**config.mk**
```make
export PLATFORM = sky130hd
export DESIGN_NAME = spi_frame_tx
export DESIGN_NICKNAME = d
export VERILOG_FILES = /design/src/rtl/spi_frame_pkg.sv /design/src/rtl/spi_frame_tx_sync_edge_det.sv /design/src/rtl/spi_frame_tx.sv
export SDC_FILE = /design/constraint.sdc
export NUM_CORES = 1
export LEC_CHECK = 0
export ABC_AREA = 1
export BUFFER_PORTS_ARGS = -buffer_cell sky130_fd_sc_hd__buf_4
export CAP_MARGIN = 10
export CORE_ASPECT_RATIO = 0.9
export CORE_MARGIN = 8
export CORE_UTILIZATION = 52
export DETAILED_ROUTE_END_ITERATION = 16
export PLACE_DENSITY_LB_ADDON = 0.25
export REMOVE_ABC_BUFFERS = 1
export SETUP_SLACK_MARGIN = 0.1
export SYNTH_ARGS = -nofsm -noshare
export SYNTH_HDL_FRONTEND = slang
export SYNTH_SLANG_ARGS = --single-unit
```
**constraint.sdc**
```tcl
create_clock -name clk -period 1.5 [get_ports clk]
set_input_delay 0.075 -clock clk [delete_from_list [all_inputs] [get_ports clk]]
set_output_delay 0.075 -clock clk [all_outputs]
set_load 0.02 [all_outputs]
```
**src/rtl/spi_frame_pkg.sv**
```systemverilog
// Shared types and constants for the spi_frame_tx block.
// Build option: define SPI_FRAME_CRC_EN to append a CRC-8 trailer to each frame.
package spi_frame_pkg;

  typedef enum logic [1:0] {
    IDLE  = 2'd0,
    LOAD  = 2'd1,
    SHIFT = 2'd2,
    DONE  = 2'd3
  } state_t;

  localparam int         HDR_W    = 8;
  localparam int         CRC_W    = 8;
  localparam logic [7:0] CRC_POLY = 8'h07;

  // Total bits the master clocks out for one complete frame.
  function automatic int frame_len(input int num_ch, input int data_w);
`ifdef SPI_FRAME_CRC_EN
    return HDR_W + num_ch * data_w + CRC_W;
`else
    return HDR_W + num_ch * data_w;
`endif
  endfunction

`ifdef SPI_FRAME_CRC_EN
  // One bit of an MSB-first CRC-8 update.
  function automatic logic [CRC_W-1:0] crc8_step(input logic [CRC_W-1:0] crc,
                                                 input logic             din);
    logic [CRC_W-1:0] sh;
    sh = {crc[CRC_W-2:0], 1'b0};
    return (crc[CRC_W-1] ^ din) ? (sh ^ CRC_POLY) : sh;
  endfunction
`endif

endpackage

```
**src/rtl/spi_frame_tx_sync_edge_det.sv**
```systemverilog
// sync_edge_det: 2-FF synchroniser for an asynchronous pin plus a third
// stage for edge detection; rise/fall are one-cycle pulses in the clk domain.
module sync_edge_det #(
  parameter logic RST_VAL = 1'b0
) (
  input  logic clk,
  input  logic rst,
  input  logic async_i,
  output logic rise_o,
  output logic fall_o
);

  logic meta_q, sync_q, prev_q;
  logic meta_d, sync_d, prev_d;

  // Next values: each stage takes the one before it.
  always_comb begin
    meta_d = async_i;
    sync_d = meta_q;
    prev_d = sync_q;
  end

  // Synchroniser and edge-history registers; reset to the pin's idle level
  // so leaving reset does not fake an edge.
  always_ff @(posedge clk) begin
    // NOTE: non-blocking assignments make all three stages update together,
    // so each one holds the previous stage's old value as a real pipeline.
    if (rst) begin
      meta_q <= RST_VAL;
      sync_q <= RST_VAL;
      prev_q <= RST_VAL;
    end else begin
      meta_q <= meta_d;
      sync_q <= sync_d;
      prev_q <= prev_d;
    end
  end

  assign rise_o =  sync_q & ~prev_q;
  assign fall_o = ~sync_q &  prev_q;

endmodule

```
**src/rtl/spi_frame_tx.sv**
```systemverilog
// spi_frame_tx: stages NUM_CH filtered words on filter_done and serves them
// to an SPI master as one frame {header, ch0..chN-1[, crc]} MSB-first.
// Build option: SPI_FRAME_CRC_EN appends a CRC-8 (poly 0x07) trailer.
module spi_frame_tx
  import spi_frame_pkg::*;
#(
  parameter int NUM_CH = 3,
  parameter int DATA_W = 16,
  parameter int CPOL   = 0,
  parameter int CPHA   = 0
) (
  input  logic                     clk,
  input  logic                     rst,
  input  logic [NUM_CH*DATA_W-1:0] filtered_data,
  input  logic                     filter_done,
  input  logic                     rpi_sck,
  input  logic                     rpi_cs,
  output logic                     rpi_miso,
  output logic                     frame_active,
  output logic [7:0]               overrun_cnt
);

  localparam int PAY_W  = NUM_CH * DATA_W;
  localparam int BODY_W = HDR_W + PAY_W;
  localparam int L      = frame_len(NUM_CH, DATA_W);
  localparam int CNT_W  = $clog2(L);

  logic sck_rise, sck_fall, cs_rise, cs_fall;
  logic lead_edge, trail_edge, shift_edge, sample_edge;

  sync_edge_det #(.RST_VAL(CPOL != 0)) u_sck_sync (
    .clk    (clk),
    .rst    (rst),
    .async_i(rpi_sck),
    .rise_o (sck_rise),
    .fall_o (sck_fall)
  );

  sync_edge_det #(.RST_VAL(1'b1)) u_cs_sync (
    .clk    (clk),
    .rst    (rst),
    .async_i(rpi_cs),
    .rise_o (cs_rise),
    .fall_o (cs_fall)
  );

  // Leading edge leaves the CPOL idle level; CPHA picks which edge shifts.
  assign lead_edge   = (CPOL != 0) ? sck_fall : sck_rise;
  assign trail_edge  = (CPOL != 0) ? sck_rise : sck_fall;
  assign shift_edge  = (CPHA != 0) ? lead_edge  : trail_edge;
  assign sample_edge = (CPHA != 0) ? trail_edge : lead_edge;

  state_t             state_q, state_d;
  logic [PAY_W-1:0]   stage_q, stage_d;
  logic               staged_valid_q, staged_valid_d;
  logic [7:0]         overrun_q, overrun_d;
  logic [6:0]         seq_q, seq_d;
  logic [L-1:0]       shreg_q, shreg_d;
  logic [CNT_W-1:0]   bit_cnt_q, bit_cnt_d;
  logic               first_q, first_d;
  logic               miso_q, miso_d;
  logic               active_q, active_d;

  logic [BODY_W-1:0]  body;
  logic [L-1:0]       frame_vec;

  // Frame body: header, then channel 0 (staging LSBs) first.
  always_comb begin
    body = '0;
    body[PAY_W +: HDR_W] = {staged_valid_q, seq_q};
    for (int i = 0; i < NUM_CH; i++) begin
      body[(NUM_CH-1-i)*DATA_W +: DATA_W] = stage_q[i*DATA_W +: DATA_W];
    end
  end

`ifdef SPI_FRAME_CRC_EN
  logic [CRC_W-1:0] crc;

  // CRC over header and data, fully combinational so it is ready at LOAD.
  always_comb begin
    crc = '0;
    for (int i = BODY_W - 1; i >= 0; i--) begin
      crc = crc8_step(crc, body[i]);
    end
  end

  assign frame_vec = {body, crc};
`else
  assign frame_vec = body;
`endif

  // Next-state logic: frame FSM, then CS-rise override, then staging writes.
  always_comb begin
    // NOTE: every _d starts as its _q so no path leaves a value unassigned,
    // which is what keeps this block from inferring latches.
    state_d        = state_q;
    stage_d        = stage_q;
    staged_valid_d = staged_valid_q;
    overrun_d      = overrun_q;
    seq_d          = seq_q;
    shreg_d        = shreg_q;
    bit_cnt_d      = bit_cnt_q;
    first_d        = first_q;
    miso_d         = miso_q;
    active_d       = active_q;

    unique case (state_q)
      IDLE: begin
        if (cs_fall) state_d = LOAD;
      end
      LOAD: begin
        shreg_d        = frame_vec;
        miso_d         = frame_vec[L-1];
        bit_cnt_d      = '0;
        first_d        = 1'b1;
        active_d       = 1'b1;
        staged_valid_d = 1'b0;
        seq_d          = seq_q + 7'd1;
        state_d        = SHIFT;
      end
      SHIFT: begin
        if (shift_edge) begin
          if ((CPHA != 0) && first_q) begin
            // CPHA=1: first leading edge only presents the MSB.
            first_d = 1'b0;
            miso_d  = shreg_q[L-1];
          end else begin
            shreg_d   = shreg_q << 1;
            miso_d    = shreg_q[L-2];
            bit_cnt_d = bit_cnt_q + CNT_W'(1);
          end
        end
        if (sample_edge && (bit_cnt_q == CNT_W'(L - 1))) begin
          state_d = DONE;
          miso_d  = 1'b0;
        end
      end
      DONE: begin
        miso_d = 1'b0;
      end
    endcase

    // CS rise ends or aborts the frame from any state.
    if (cs_rise) begin
      state_d  = IDLE;
      miso_d   = 1'b0;
      active_d = 1'b0;
    end

    // A new sample lands after any LOAD copy; only a true overwrite counts.
    if (filter_done) begin
      if (staged_valid_q && (state_q != LOAD) && (overrun_q != 8'hFF)) begin
        overrun_d = overrun_q + 8'd1;
      end
      stage_d        = filtered_data;
      staged_valid_d = 1'b1;
    end
  end

  // State and data registers with synchronous reset.
  always_ff @(posedge clk) begin
    if (rst) begin
      state_q        <= IDLE;
      stage_q        <= '0;
      staged_valid_q <= 1'b0;
      overrun_q      <= '0;
      seq_q          <= '0;
      shreg_q        <= '0;
      bit_cnt_q      <= '0;
      first_q        <= 1'b0;
      miso_q         <= 1'b0;
      active_q       <= 1'b0;
    end else begin
      state_q        <= state_d;
      stage_q        <= stage_d;
      staged_valid_q <= staged_valid_d;
      overrun_q      <= overrun_d;
      seq_q          <= seq_d;
      shreg_q        <= shreg_d;
      bit_cnt_q      <= bit_cnt_d;
      first_q        <= first_d;
      miso_q         <= miso_d;
      active_q       <= active_d;
    end
  end

  // The raw CS gate keeps MISO low the moment CS goes high, without waiting
  // for the synchroniser to catch up.
  assign rpi_miso     = miso_q & ~rpi_cs;
  assign frame_active = active_q;
  assign overrun_cnt  = overrun_q;

endmodule

```
==> metrics, run 1 <==
initial DRC count=431; IO Pins=63; Inserted Clock Buffers=17; Crit path arrival time=1.76 ns; die width=124 µm; CTS Buffer Depth=2; Placed Cells incl. Taps=882; synthesized instance count=721; Max Clk Rate=682 MHz; CTS tree=yes; # setup viols final=0; Syn Area/Cell=7.62 µm²; max-slew violations=0; area of the mapped netlist=5490 µm²; Seq/Total Area, Yosys=0.492; H-Tree Depth=4; number of global-route vias before repair=4938; PD cells=1680 nW/µm²; Worst EP required=1.80 ns; Synth Warn #=0; CP max FO=4; Core Rows=35; Rel. slew slack=0.783; Initial Utilization=0.536; DR pass1 iterations=5; post-route cell area=7790 µm²; kind of critical path=reg -> reg; DP HPWL=7530 µm; fin cells=986; DRC violations left=0; DIE AREA=14100 µm²; Startpoint Class=flop; RSZ-0062 raised after global routing=yes; Skew-Pair Late Insertion Delay=0.42 ns; Worst-path clk slew=0.06 ns; via-per-instance ratio=5.51; all-layer global routing usage=0.188; CTS Sinks=135; die height=113 µm; leak pwr=3.15 nW; Hold WC Path Type=in -> reg; most common cell after layout, fill and taps aside=nand2_1; crit path time final=1.47 ns; Yosys cell types=31; initial antenna violation count=0; Fin Clk Skew=0.00905 ns; Ant. Diodes=0; most frequent cells in the layout=149 x nand2_1, 130 x dfxtp_1, 128 x nor2_1; nets@finish=908; first-pass GRT wire length=22500 µm; IO Port Bufs=62; antenna violation net count after detailed routing=0; largest net degree at the start of global routing=75; MaxCap Viol Count=0; vias=5432; Post-Route Utilization=0.761; clk root buf=clkbuf_16; grt ovf=0; Area Growth Syn to Fin=41.9%; drt wl/cell=15.3 µm; crit path capture type=flop; final hold violation count=0; WL final=15100 µm; worst vdd ir=2.09 mV; Routability Congestion=0.785; fin crit share=0.977; share of layout cells above drive strength 1=0.216; Post-DP Area=6050 µm²; Worst-Margin Slew=0.325 ns; status=finished, final reports clean; CORE AREA=10200 µm²; synthesized flop and latch total=135
[Yosys cell counts, drive strengths merged]
library cell,number,area share
nand2,156,0.11
xor2,2,0.0032
buf,33,0.039
nor2,133,0.094
inv,27,0.019
o21bai,2,0.0034
nor3b,2,0.0027
dfxtp,135,0.49
clkbuf,18,0.012
a31oi,55,0.063
a211oi,1,0.0014
a21oi,14,0.013
nand3,13,0.015
nand3b,1,0.0014
nor3,5,0.0046
o21ai,109,0.10
nand4,2,0.0023
ha,10,0.023
or2,3,0.0034
[worst max-delay path, cell delays in order, from the launching register on]
cell	delay, ns
dfxtp_4	0.36
inv_4	0.07
ha_4	0.17
buf_6	0.12
nand3_2	0.10
nor2_4	0.13
nand2_2	0.10
nor3_4	0.21
nor3_2	0.07
[layer usage]
| layer | vias up | global-route usage | share of wire |
|---|---|---|---|
| met5 | - | 0 | 0 |
| met2 | 207 | 0.322 | 0.50 |
| met4 | 0 | 0.0754 | 0.025 |
| li1 | 2642 | - | - |
| met3 | 37 | 0.0556 | 0.060 |
| met1 | 2546 | 0.217 | 0.42 |
[sequential cells by signal (all words and copies together), names as in the netlist, 2 cells and up]
register	cells
shreg_q	55
stage_q	48
overrun_cnt	8
seq_q	7
bit_cnt_q	6
state_q	2
[power breakdown]
part | total [mW] | switching [mW] | internal, mW
sequential | 4.87 | 0.484 | 4.39
clock | 4.18 | 1.51 | 2.68
combinational | 4.00 | 2.01 | 1.99
[cell type report]
cell class / instances / area (µm²)
Sequential cell: 135 / 2710
Multi-Input combinational cell: 511 / 2640
Fill cell: 704 / 2450
Timing Repair Buffer: 153 / 1580
Clock buffer: 22 / 464
Tap cell: 129 / 161
Clock inverter: 9 / 125
Inverter: 27 / 111
[path summary, 6_finish.rpt]
check,slack (ns),endpoint,start,depth (start not counted)
worst min register to register,0.41,u_sck_sync.prev_d$_SDFF_PP0_,u_sck_sync.meta_q$_SDFF_PP0_,2
worst max-delay path,0.03,seq_q[6]$_SDFFE_PP0P_,state_q[1]$_SDFFE_PP0P_,8
worst min-delay path,0.10,stage_q[0]$_SDFFE_PP0P_,filter_done,3
worst max register to register,0.03,seq_q[6]$_SDFFE_PP0P_,state_q[1]$_SDFFE_PP0P_,8
[cell families after synthesis]
logic type,share of synthesized area
flops,0.492
xor+xnor,0.00319
simple gates,0.231
fa+ha+maj,0.0228
compound gates,0.181
buf+inv,0.0697
[through the flow]
step           hold slack, ns  power (mW)  setup WS [ns]  setup TNS, ns
6_report                0.103        13.1         0.0343              0
5_1_grt                 0.129        13.6        -0.0190        -0.0516
4_1_cts                0.0964        12.1          0.101              0
3_5_place_dp            0.281        7.30        -0.0619         -0.781
3_3_place_gp            0.280        7.16         0.0293              0
2_1_floorplan           0.144        6.30          -2.34        -142.93
[what timing repair did]
item,4_1_cts,5_1_grt
cloned,3,10
resized for setup,29,53
pin swaps,6,7
buffers inserted,5,3
hold buffers,52,0
setup endpoints to repair,67,66
endpoints found under the hold margin,62,0
Note: power is estimated with default switching activity, not from simulation.
==> inputs of run 2 (changes only) <==
Settings changed: ABC_AREA 1 to unset.
==> run 2 against run 1 <==
The run now ends with setup timing left; register-to-register slack got worse by 0.31 ns; final cell count decreased by 13%; global-route usage increased by 0.097 points; first-iteration DRC count decreased by 19%; sequential power about the same; flip-flop and latch count unchanged; synthesized cell count decreased by 22%; total power increased by 9.1%; critical path type unchanged.
==> metrics, run 2 <==
fin crit share=1.19 (+0.208); WL final=17800 µm (+18%); CP max FO=8 (+4); largest area contributor in the netlist=dfxtp_1; Main synth FF type=dfxtp_1; area fraction of the dominant cell type after synthesis=0.488 (-0.00367); first-pass GRT wire length=22500 µm (-0.12%); top cells by area, synth=dfxtp_1 49%, mux2i_1 19%, nor2_1 7.9%; Initial Utilization=0.538 (+0.00173); Skew-Pair Late Insertion Delay=0.43 ns (about the same); synthesized flop and latch total=135 (unchanged); FFs w/ async S/R, synth=0 (unchanged); Inserted Clock Buffers=17 (unchanged); setup slack after layout=-0.278 ns (-0.312 ns); Placed Cells incl. Taps=739 (-16%); pre-CTS WS=-0.113 ns (-0.0512 ns); Multi-input gate area=3170 µm² (+20%); vias=4994 (-8.1%); IO Pins=63 (unchanged); Biggest register=shreg_q; grt ovf=0 (unchanged); Worst-path clk slew=0.06 ns (about the same); Fin Clk Skew=0.0142 ns (+0.00520 ns); Crit-path slowest cell=dfxtp_4; MaxCap Viol Count=0 (unchanged); DP HPWL=7430 µm (-1.4%); worst r2r path cells=9 (+1); Worst Hold Depth=2 (-1); Yosys cell types=37 (+19%); RSZ-0062 raised after global routing=yes; clk root buf=clkbuf_16; Worst EP required=1.81 ns (about the same); Psw=4.63 mW (+16%); R2R Setup Slk=-0.28 ns (-0.31 ns); CTS Sinks=135 (unchanged); Max Clk Rate=563 MHz (-18%); Hold WC Path Type=in -> reg; Ant. Diodes=0 (unchanged); Routability Congestion=0.777 (-1.0%); crit path capture type=flop; CTS Buffer Depth=2 (unchanged); number of fill cells=450 (-36%); area of the mapped netlist=5530 µm² (+0.75%); crit path time final=1.78 ns (+0.312 ns); Post-synth EDFFs=0 (unchanged); Crit path arrival time=2.09 ns (+0.33 ns); max-slew violations=0 (unchanged); Seq/Total Area, Yosys=0.488 (-0.00367); PD cells=1670 nW/µm² (-0.46%); max reg flops=55 (unchanged); die width=125 µm (+0.33%); # setup viols final=62 (+62); largest net degree at the start of global routing=67 (-11%); kind of critical path=reg -> reg; Core Rows=35 (unchanged); Startpoint Class=flop; Synth Warn #=0 (unchanged); Worst-Margin Slew=0.591 ns (+0.266 ns); IO Port Bufs=62 (unchanged); top post-synthesis cells by count=135 x dfxtp_1, 116 x nor2_1, 106 x mux2i_1; sequential cell area=2720 µm² (about the same); final hold violation count=0 (unchanged); Rel. slew slack=0.606 (-0.177); synthesized instance count=560 (-22%); CORE AREA=10300 µm² (+0.43%); DIE AREA=14200 µm² (+0.65%); fin cells=859 (-13%); Seq pwr share=0.340 (-0.033); die height=114 µm (+0.32%); Area Growth Syn to Fin=54.4%; overall power=14.2 mW (+9.1%); most frequent cells in the layout=127 x dfxtp_1, 100 x mux2i_1, 94 x nor2_1; antenna violation net count after detailed routing=0 (unchanged); all-layer global routing usage=0.189 (+0.000972); DRC violations left=0 (unchanged); drt wl/cell=20.7 µm (+35%); worst vdd ir=1.17 mV (-44%); nets@finish=780 (-14%); Syn Area/Cell=9.88 µm² (+30%); via-per-instance ratio=5.81 (+5.5%); most common cell after layout, fill and taps aside=dfxtp_1; leak pwr=3.33 nW (+5.6%); CP peak stage delay=0.37 ns (about the same); status=finished with violations; Int Pwr=9.61 mW (+6.1%); initial antenna violation count=0 (unchanged); Comb power frac=0.346 (+0.039); most frequent cell after synthesis=dfxtp_1; Net Sw Frac=0.325 (+0.0188); failing checks=setup timing; DR pass1 iterations=5 (unchanged); Clk pwr share=0.315 (-0.005); number of global-route vias before repair=4723 (-4.4%); crit-path most repeated cell=buf_6; H-Tree Depth=4 (unchanged); initial DRC count=349 (-19%); CTS tree=yes; share of layout cells above drive strength 1=0.375 (+0.159); cell chain of the critical path=inv_4 -> ha_4 -> nand3b_1 -> buf_6 -> buf_6 -> nand2_8 -> clkbuf_16 -> nor2_1 -> a211oi_1
## run 2: critical path: cells and delay by family, from the launching register on
family                   cells  cell delay, ns
AO/OA/AOI/OAI                1            0.27
adder cells (fa/ha/maj)      1            0.17
buffers and inverters        4            0.55
flip-flops                   1            0.37
AND/OR/NAND/NOR              3            0.30
## run 2: final cells by class
cell class | instances | share of cell area
Clock buffer | 21 | 0.0539
Clock inverter | 11 | 0.0201
Inverter | 5 | 0.00249
Multi-Input combinational cell | 380 | 0.371
Sequential cell | 135 | 0.318
Tap cell | 129 | 0.0189
Timing Repair Buffer | 178 | 0.216
## run 2: through the flow
| stage | hold WS (ns) | setup TNS, ns | instance area, µm² | utilization |
|---|---|---|---|---|
| 6_report | 0.0315 | -6.35 | 8540 | 0.830 |
| 5_1_grt | 0.0323 | -9.22 | 8540 | 0.830 |
| 4_1_cts | 0.000652 | -0.514 | 7800 | 0.758 |
| 3_5_place_dp | 0.283 | -3.37 | 6280 | 0.610 |
| 3_3_place_gp | 0.279 | -0.452 | 6280 | 0.610 |
| 2_1_floorplan | 0.144 | -202.10 | 5330 | - |
## run 2: path summary, 6_finish.rpt
kind                                               endpoint                        start
worst max-delay path               shreg_q[44]$_SDFFE_PP0P_      state_q[0]$_SDFFE_PP0P_
worst min-delay path               shreg_q[40]$_SDFFE_PP0P_                          rst
worst max register to register     shreg_q[44]$_SDFFE_PP0P_      state_q[0]$_SDFFE_PP0P_
worst min register to register  u_cs_sync.prev_d$_SDFF_PP1_  u_cs_sync.meta_q$_SDFF_PP1_
## run 2: power by group through the flow
stage | sequential (mW) | clock (mW) | combinational [mW]
2_1_floorplan | 4.54 | 0 | 1.70
3_3_place_gp | 4.67 | 0 | 2.56
3_5_place_dp | 4.70 | 0 | 2.67
4_1_cts | 4.69 | 4.45 | 3.35
5_1_grt | 4.89 | 4.66 | 5.16
6_report | 4.84 | 4.48 | 4.92
## run 2: kinds of logic after synthesis
family,Yosys count,share of synthesized area
AO/OA/AOI/OAI,87,0.110
flip-flops,135,0.488
adder cells (fa/ha/maj),10,0.0226
multiplexers,107,0.194
buffers and inverters,47,0.0400
XOR/XNOR,7,0.0111
AND/OR/NAND/NOR,167,0.134
## run 2: routing by layer
metal	GRT usage	up-vias	part of all wire	wire length [µm]
met2	0.328	201	0.51	9010
met5	0	-	0	0
met4	0.0626	0	0.028	494
met1	0.218	2453	0.41	7260
met3	0.0580	51	0.056	996
li1	-	2289	-	-
## run 2: timing repair
item / in CTS / in global routing
hold endpoints to repair: 50 / 0
pin swaps: 26 / 31
setup endpoints to repair: 73 / 74
hold buffers: 54 / 0
gates cloned: 2 / 13
setup buffers: 10 / 11
gates resized for setup: 60 / 99
==> inputs of run 3 (changes only) <==
Settings changed: CORE_UTILIZATION 52 to 56.
Clock period 1.5 ns to 2.3 ns, I/O delays scaled along.
==> run 3 against run 2 <==
The flow now finishes without violations; clock skew down 0.0075 ns; via count shrank 16%; fmax is 13% lower; critical endpoint is now shreg_q[12]$_SDFFE_PP0P_; non-clock buffer count down 57; largest power group is now registers.
==> metrics, run 3 (synthesized netlist as in run 2, its figures left out) <==
Core Rows=34 (-2.9%); share of layout cells above drive strength 1=0.164 (-0.211); status=finished, final reports clean; post-CTS setup buffer count=0 (-10); drt wl/cell=14.5 µm (-30%); hold path start=rst; CORE AREA=9660 µm² (-6.2%); fin crit share=0.887 (-0.298); CTS Sinks=135 (unchanged); largest net degree at the start of global routing=57 (-15%); delay-heaviest family, CP=simple AND/OR/NAND/NOR gates; cell chain of the critical path=inv_1 -> ha_4 -> nand2b_1 -> nand2_4 -> buf_12 -> nor2_1 -> a211oi_1; Crit-path slowest cell=dfxtp_1; IO Port Bufs=62 (unchanged); die height=110 µm (-3.1%); CP max FO=27 (+19); Max Clk Rate=490 MHz (-13%); RSZ-0062 raised after global routing=no; DRC violations left=0 (unchanged); clk root buf=clkbuf_8; DIE AREA=13300 µm² (-6.2%); Rel. slew slack=0.541 (-0.0653); Biggest register=shreg_q; Inserted Clock Buffers=17 (unchanged); worst vdd ir=0.619 mV (-47%); die width=121 µm (-3.2%); Crit path arrival time=2.46 ns (+0.37 ns); R2R Setup Slk=0.26 ns (+0.54 ns); most frequent cells in the layout=135 x dfxtp_1, 116 x nor2_1, 106 x mux2i_1; Hold WC Path Type=in -> reg; Area Growth Syn to Fin=29.6%; final hold slack=0.0726 ns (+0.0410 ns); CP peak stage delay=0.44 ns (+0.07 ns); most common cell after layout, fill and taps aside=dfxtp_1; max-slew violations=0 (unchanged); DR pass1 iterations=4 (-1); number of global-route vias before repair=4268 (-9.6%); IO Pins=63 (unchanged); max reg flops=55 (unchanged); MaxCap Viol Count=0 (unchanged); Skew-Pair Late Insertion Delay=0.51 ns (+0.08 ns); initial antenna violation count=0 (unchanged); Startpoint Class=flop; final hold violation count=0 (unchanged); CTS tree=yes; H-Tree Depth=4 (unchanged); Post-Route Utilization=0.743 (-0.0872); Worst-path clk slew=0.06 ns (about the same); Worst Hold Depth=2 (unchanged); via-per-instance ratio=5.29 (-9.0%); Initial Utilization=0.573 (+0.0353); leak pwr=2.80 nW (-16%); worst hold path endpoint=stage_q[1]$_SDFFE_PP0P_; Worst EP required=2.72 ns (+0.91 ns); CTS Buffer Depth=2 (unchanged); crit path capture type=flop; initial DRC count=231 (-34%); nets@finish=721 (-7.6%); DP HPWL=6980 µm (-6.0%); vias=4210 (-16%); # setup viols final=0 (-100%); Critical path buffers and inverters=2 (-2); antenna violation net count after detailed routing=0 (unchanged); Fin Clk Skew=0.00677 ns (-0.00748 ns); kind of critical path=reg -> reg; Routability Congestion=0.743 (-4.4%); worst r2r path cells=7 (-2); Worst-Margin Slew=0.689 ns (+0.0980 ns); first-pass GRT wire length=19500 µm (-13%); reg-to-reg endpoint=shreg_q[12]$_SDFFE_PP0P_; all-layer global routing usage=0.182 (-0.00749); PD cells=1030 nW/µm² (-38%); reg-to-reg startpoint=state_q[0]$_SDFFE_PP0P_; Ant. Diodes=0 (unchanged); WL final=11600 µm (-35%); grt ovf=0 (unchanged); crit path time final=2.04 ns (+0.262 ns)
-- run 3: report_power, final --
group	leakage, nW	internal, mW	total [mW]	switching (mW)
Clock	0.293	1.70	2.67	0.971
Combinational	1.40	0.788	1.68	0.895
Sequential	1.11	2.78	3.04	0.259
-- run 3: worst max path at each step --
stage,start,end,slack (ns),depth (start not counted)
after global placement,state_q[1]$_SDFFE_PP0P_,overrun_cnt[7]$_SDFFE_PP0P_,0.43,6
after global routing,state_q[0]$_SDFFE_PP0P_,shreg_q[46]$_SDFFE_PP0P_,0.11,7
after detailed placement,state_q[0]$_SDFFE_PP0P_,shreg_q[46]$_SDFFE_PP0P_,0.29,7
after CTS,state_q[0]$_SDFFE_PP0P_,shreg_q[46]$_SDFFE_PP0P_,0.26,7
after floorplan,state_q[0]$_SDFFE_PP0P_,shreg_q[10]$_SDFFE_PP0P_,-2.60,6
final,state_q[0]$_SDFFE_PP0P_,shreg_q[12]$_SDFFE_PP0P_,0.26,7
-- run 3: what timing repair did --
| item | CTS | global route |
|---|---|---|
| resized for setup | 0 | 0 |
| hold buffers | 50 | 0 |
| endpoints found under the hold margin | 50 | 0 |
-- run 3: metal layers --
metal,vias up,GRT usage,share of wire
met1,1966,0.212,0.45
met5,-,0,0
met4,0,0.0606,0.010
li1,2167,-,-
met2,65,0.311,0.50
met3,12,0.0601,0.038
-- run 3: area by class of cell --
| type | count | area (µm²) |
|---|---|---|
| clock buffer | 19 | 442 |
| clock inverter | 12 | 153 |
| fill | 653 | 2480 |
| inverter | 5 | 18.8 |
| multi-input combinational | 378 | 2630 |
| sequential | 135 | 2700 |
| tap | 126 | 158 |
| timing repair buffer | 121 | 1070 |
-- run 3: worst reg2reg max path: stages (launching register included) --
cell and delay, ns:
dfxtp_1 0.44, inv_1 0.16, ha_4 0.25, nand2b_1 0.25, nand2_4 0.30, buf_12 0.22, nor2_1 0.07, a211oi_1 0.25
-- run 3: metrics by stage --
step | power (mW) | cell area (µm²) | TNS, ns | instances | setup WS, ns
2_1_floorplan | 4.20 | 5330 | -149.91 | 518 | -2.60
3_3_place_gp | 4.58 | 6080 | 0 | 715 | 0.432
3_5_place_dp | 4.67 | 6080 | 0 | 715 | 0.291
4_1_cts | 7.44 | 7170 | 0 | 796 | 0.263
5_1_grt | 7.80 | 7170 | 0 | 796 | 0.113
6_report | 7.39 | 7170 | 0 | 796 | 0.261
